$ cat src/rtl/count_event_monitor.sv
// Monitors an up/down counter's output, classifies each transition (wrap, step error, stall)
// and queues event records in a small FIFO drained through a valid/ready handshake.
module count_event_monitor #(
  parameter int W         = 4,
  parameter int DEPTH     = 4,
  parameter int STALL_LIM = 8
) (
  input  logic         clk,
  input  logic         reset,
  input  logic [W-1:0] cnt_in,
  input  logic         dir,
  input  logic         cnt_en,
  output logic         evt_valid,
  input  logic         evt_ready,
  output logic [1:0]   evt_code,
  output logic [W-1:0] evt_value,
  output logic [7:0]   wrap_cnt,
  output logic         overflow,
  input  logic         clr_ovf
);

  localparam int AW = $clog2(DEPTH);
  localparam logic [1:0]    CODE_WRAP_UP  = 2'b00;
  localparam logic [1:0]    CODE_WRAP_DN  = 2'b01;
  localparam logic [1:0]    CODE_STEP_ERR = 2'b10;
  localparam logic [1:0]    CODE_STALL    = 2'b11;
  localparam logic [W-1:0]  VAL_MAX       = {W{1'b1}};
  localparam logic [W-1:0]  VAL_ZERO      = {W{1'b0}};
  localparam logic [7:0]    STALL_MAX     = 8'(STALL_LIM);
  localparam logic [AW:0]   FULL_CNT      = (AW+1)'(DEPTH);
  localparam logic [AW:0]   EMPTY_CNT     = {(AW+1){1'b0}};

  logic [W-1:0]  prev_r;
  logic          primed_r;
  logic [7:0]    stall_r;
  logic [1:0]    mem_code_r  [DEPTH];
  logic [W-1:0]  mem_value_r [DEPTH];
  logic [AW-1:0] wr_ptr_r;
  logic [AW-1:0] rd_ptr_r;
  logic [AW:0]   count_r;
  logic          valid_r;
  logic [7:0]    wrap_cnt_r;
  logic          overflow_r;

  logic [W-1:0]  exp_s;
  logic          same_s;
  logic          evt_s;
  logic          wrap_s;
  logic [1:0]    code_s;
  logic [7:0]    stall_nxt_s;
  logic [7:0]    wrap_nxt_s;
  logic          pop_s;
  logic          full_s;
  logic          push_s;
  logic          drop_s;
  logic [AW:0]   count_nxt_s;

  // Transition classification and stall run-length tracking
  always_comb begin
    evt_s       = 1'b0;
    wrap_s      = 1'b0;
    code_s      = CODE_WRAP_UP;
    stall_nxt_s = stall_r;
    if (dir) exp_s = prev_r + W'(1);
    else     exp_s = prev_r - W'(1);
    same_s = (cnt_in == prev_r);
    if (!primed_r) begin
      stall_nxt_s = 8'd0;
    end else if (same_s) begin
      // Saturating at the limit keeps a long stall from re-firing.
      if (cnt_en && (stall_r < STALL_MAX)) begin
        stall_nxt_s = stall_r + 8'd1;
        if (stall_r == STALL_MAX - 8'd1) begin
          evt_s  = 1'b1;
          code_s = CODE_STALL;
        end else begin
          evt_s  = 1'b0;
        end
      end else begin
        stall_nxt_s = stall_r;
      end
    end else begin
      stall_nxt_s = 8'd0;
      if (cnt_in != exp_s) begin
        evt_s  = 1'b1;
        code_s = CODE_STEP_ERR;
      end else if (dir && (prev_r == VAL_MAX)) begin
        evt_s  = 1'b1;
        wrap_s = 1'b1;
        code_s = CODE_WRAP_UP;
      end else if (!dir && (prev_r == VAL_ZERO)) begin
        evt_s  = 1'b1;
        wrap_s = 1'b1;
        code_s = CODE_WRAP_DN;
      end else begin
        evt_s  = 1'b0;
      end
    end
  end

  // FIFO push/pop/drop decisions and saturating wrap tally
  always_comb begin
    pop_s       = valid_r & evt_ready;
    full_s      = (count_r == FULL_CNT);
    push_s      = evt_s & (~full_s | pop_s);
    drop_s      = evt_s & full_s & ~pop_s;
    count_nxt_s = count_r + {{AW{1'b0}}, push_s} - {{AW{1'b0}}, pop_s};
    if (wrap_s && (wrap_cnt_r != 8'hFF)) wrap_nxt_s = wrap_cnt_r + 8'd1;
    else                                 wrap_nxt_s = wrap_cnt_r;
  end

  // State registers: sampling, stall counter, FIFO storage and status flags
  always_ff @(posedge clk) begin
    if (!reset) begin
      prev_r     <= VAL_ZERO;
      primed_r   <= 1'b0;
      stall_r    <= 8'd0;
      wr_ptr_r   <= {AW{1'b0}};
      rd_ptr_r   <= {AW{1'b0}};
      count_r    <= EMPTY_CNT;
      valid_r    <= 1'b0;
      wrap_cnt_r <= 8'd0;
      overflow_r <= 1'b0;
      for (int i = 0; i < DEPTH; i++) begin
        mem_code_r[i]  <= 2'b00;
        mem_value_r[i] <= VAL_ZERO;
      end
    end else begin
      prev_r     <= cnt_in;
      primed_r   <= 1'b1;
      stall_r    <= stall_nxt_s;
      count_r    <= count_nxt_s;
      valid_r    <= (count_nxt_s != EMPTY_CNT);
      wrap_cnt_r <= wrap_nxt_s;
      if (push_s) begin
        mem_code_r[wr_ptr_r]  <= code_s;
        mem_value_r[wr_ptr_r] <= cnt_in;
        wr_ptr_r              <= wr_ptr_r + AW'(1);
      end
      if (pop_s) rd_ptr_r <= rd_ptr_r + AW'(1);
      // A drop in the same cycle as a clear leaves the flag set.
      if (drop_s)       overflow_r <= 1'b1;
      else if (clr_ovf) overflow_r <= 1'b0;
      else              overflow_r <= overflow_r;
    end
  end

  assign evt_valid = valid_r;
  assign evt_code  = mem_code_r[rd_ptr_r];
  assign evt_value = mem_value_r[rd_ptr_r];
  assign wrap_cnt  = wrap_cnt_r;
  assign overflow  = overflow_r;

endmodule

$ cat config.mk
export PLATFORM = sky130hd
export DESIGN_NAME = count_event_monitor
export DESIGN_NICKNAME = d
export VERILOG_FILES = /design/src/rtl/count_event_monitor.sv
export SDC_FILE = /design/constraint.sdc
export NUM_CORES = 1
export LEC_CHECK = 0
export ABC_AREA = 1
export BUFFER_PORTS_ARGS = -buffer_cell sky130_fd_sc_hd__buf_2
export CAP_MARGIN = 20
export CORE_MARGIN = 4
export CORE_UTILIZATION = 53
export CTS_CLUSTER_DIAMETER = 30
export CTS_CLUSTER_SIZE = 12
export DETAILED_ROUTE_END_ITERATION = 7
export PLACE_DENSITY = 0.83
export SYNTH_ARGS = -nofsm -noshare
export SYNTH_HDL_FRONTEND = slang
export SYNTH_SLANG_ARGS = --single-unit
$ cat constraint.sdc
create_clock -name clk -period 3.4 [get_ports clk]
set_input_delay 0.85 -clock clk [delete_from_list [all_inputs] [get_ports clk]]
set_output_delay 0.85 -clock clk [all_outputs]
set_load 0.02 [all_outputs]
==> impl_metrics.env <==
export IMPL_status="complete, no violations"
export IMPL_drt_pass1_iter_count=4
export IMPL_port_buffers=25
export IMPL_clock_sinks=56
export IMPL_cts_resized=0
export IMPL_grt_max_degree=25
export IMPL_nNetsFinal=397
export IMPL_cts_root_buf="clkbuf_8"
export IMPL_row_count=26
export IMPL_hold_viol_final=0
export IMPL_ys_seq_elements=56
export IMPL_cpPeakStageDelay_ns=0.48
export IMPL_drive_above_1_share_pct=15.8
export IMPL_critPathCaptureType="flip-flop"
export IMPL_fin_ws_ns=0.287
export IMPL_die_width_um=80.7
export IMPL_synth_top_area_cell="edfxtp_1"
export IMPL_grtUsageTotal_pct=17.8
export IMPL_antenna_found_initial=0
export IMPL_skew_ns=0.0103
export IMPL_via_per_inst=5.01
export IMPL_grt_use_met2_pct=29.6
export IMPL_crit_chain="buf_2 -> inv_1 -> buf_4 -> ha_1 -> inv_1 -> nand2_1 -> nand2_1 -> nand2_1 -> nand2_1 -> nor2_2 -> nand3_2 -> nand3_4 -> ha_1 -> inv_1 -> ha_1 -> fa_1 -> o31ai_1 -> inv_1"
export IMPL_peakVddDrop_mv=0.314
export IMPL_grtUsageMet1_pct=22.7
export IMPL_gp_congestion=0.809
export IMPL_final_cells=450
export IMPL_max_freq_mhz=321
export IMPL_p_per_area_nw_per_um2=511
export IMPL_grt_pass1_vias=2044
export IMPL_cts_setup_buffers=0
export IMPL_synth_top_area_share_pct=25.7
export IMPL_design_die_area_um2=6510
export IMPL_grt_pass1_wl_mm=8.93
export IMPL_synth_most_common_cell="nand2_1"
export IMPL_crit_buf_inv=6
export IMPL_rsz0062_at_grt="false"
export IMPL_post_route_period_util_pct=91.6
export IMPL_synth_nets=363
export IMPL_start_util_pct=54.9
export IMPL_drt_iter0_drc=184
export IMPL_io_pins=26
export IMPL_synthTopCellsByArea="edfxtp_1, dfxtp_1, nand2_1"
export IMPL_wl_per_cell_um=11.8
export IMPL_avgSynthCellArea_um2=8.12
export IMPL_cp_max_fo=4
export IMPL_dp_hpwl_mm=3.99
export IMPL_core_area_um2=5110
export IMPL_area_growth_syn_to_layout_pct=11.9
export IMPL_critical_path_top_delay_family="adder cells"
export IMPL_clock_path_buffers=2
export IMPL_cts_tree="yes"
export IMPL_fin_area_um2=3140
export IMPL_drc=0
export IMPL_async_flop_share_pct=0
export IMPL_synth_edf_count=24
export IMPL_crit_type="input port to flip-flop"
export IMPL_dp_cells=442
export IMPL_p_leak_nw=1.43
export IMPL_ctsHoldBuffers=0
export IMPL_die_h_um=80.7
export IMPL_required_ns=3.61
export IMPL_critPathArrivalTime_ns=3.32
export IMPL_ys_seq_area_share_pct=48.6
export IMPL_post_route_util_pct=61.4
export IMPL_clock_latency_ns=0.32
export IMPL_netlist_instances=345
export IMPL_grt_busiest_layer="met2"
export IMPL_cts_inserted_buffers=5
export IMPL_clk_pin_slew_ns=0.09
export IMPL_finalSetupViolations=0
export IMPL_fin_crit_ns=3.11
export IMPL_use_met3_pct=3.81
export IMPL_routed_wl_mm=5.30
export IMPL_gr_total_overflow=0
export IMPL_yosysUniqueCellTypes=31
export IMPL_maxCapViolations=0
export IMPL_slew_limit_headroom_pct=72.5
export IMPL_antennaDiodeCount=0
export IMPL_tightest_slew_ns=0.411
export IMPL_cp_slowest_cell="fa_1"
export IMPL_hp_class="flip-flop to flip-flop"
export IMPL_yosysWarnings=0
export IMPL_via_count=2255
export IMPL_antenna_left=0
export IMPL_finalMaxSlewViolations=0
export IMPL_hold_ws_ns=0.444
export IMPL_synth_flop_cell="dfxtp_1"
export IMPL_startpoint_type="input port"
export IMPL_placed_area_um2=3040
export IMPL_h_tree_depth=2
export IMPL_dp_slack_ns=-0.0562
export IMPL_synth_common_cells="nand2_1, nor2_1, inv_1, dfxtp_1, edfxtp_1"
export IMPL_netlist_area_um2=2800
[per-stage QoR]
step                      power, W  setup TNS [ns]
after global routing       0.00169               0
after CTS                  0.00161               0
after global placement     0.00123               0
after floorplan            0.00113               0
final                      0.00160               0
after detailed placement   0.00125         -0.0562
[kinds of logic after synthesis]
| kind of cell | share of synthesized area, % |
|---|---|
| adder cells (fa/ha/maj) | 4.11 |
| buffers and inverters | 8.08 |
| flip-flops | 48.6 |
| XOR/XNOR | 2.19 |
| AO/OA/AOI/OAI | 7.82 |
| AND/OR/NAND/NOR | 29.2 |
[area by class of cell]
type / instances / area, µm²
timing repair buffer: 31 / 170
multi-input combinational: 229 / 1210
tap: 70 / 87.6
inverter: 56 / 210
sequential: 56 / 1360
fill: 437 / 1970
clock inverter: 3 / 23.8
clock buffer: 5 / 68.8
[routing by layer]
layer	wire (µm)	part of all wire [%]	vias up
li1	-	-	1170
met1	2390	45	1022
met2	2560	48	55
met3	267	5.0	8
met4	79	1.5	0
met5	0	0	-
[flip-flops by register name, indices dropped and copies added, names as in the netlist, named ones only]
name and flops:
mem_value_r 16, mem_code_r 8, stall_r 8, wrap_cnt 8, prev_r 4, count_r 3
rd_ptr_r 2, wr_ptr_r 2, evt_valid 1, overflow 1, primed_r 1
[where the power goes]
part | leakage [nW] | internal (W) | switching, W
clock network | 0.0404 | 0.000146 | 0.000224
logic | 0.878 | 0.000148 | 0.000266
registers | 0.510 | 0.000771 | 0.0000458
[placed cells by master, fill, tap and decap left out, types with 6 or more instances in the layout]
master	netlist	routed
ha_1	6	6
nand2_1	71	71
inv_1	53	53
nand4_1	6	6
nor2_1	55	55
o22ai_1	6	6
a21oi_1	12	12
dfxtp_1	32	32
o21ai_0	17	17
buf_4	0	6
buf_2	1	25
nor3_1	6	6
nand3_1	19	19
edfxtp_1	24	24
[worst paths after layout]
kind	startpoint	end	slack (ns)	cells past startpoint
setup / recovery	dir	evt_valid$_SDFF_PN0_	0.29	18
hold / removal	stall_r[6]$_SDFFE_PN0N_	stall_r[6]$_SDFFE_PN0N_	0.44	2
setup reg to reg	prev_r[0]$_SDFF_PN0_	evt_valid$_SDFF_PN0_	0.58	12
hold reg to reg	stall_r[6]$_SDFFE_PN0N_	stall_r[6]$_SDFFE_PN0N_	0.44	2
[worst min-delay path: cells and delay by family (launching register included)]
family | cells | cell delay, ns
and+or+nand+nor | 1 | 0.03
DFF | 1 | 0.33
buffers and inverters | 1 | 0.05
No activity file was read; power rests on OpenSTA's default activity.
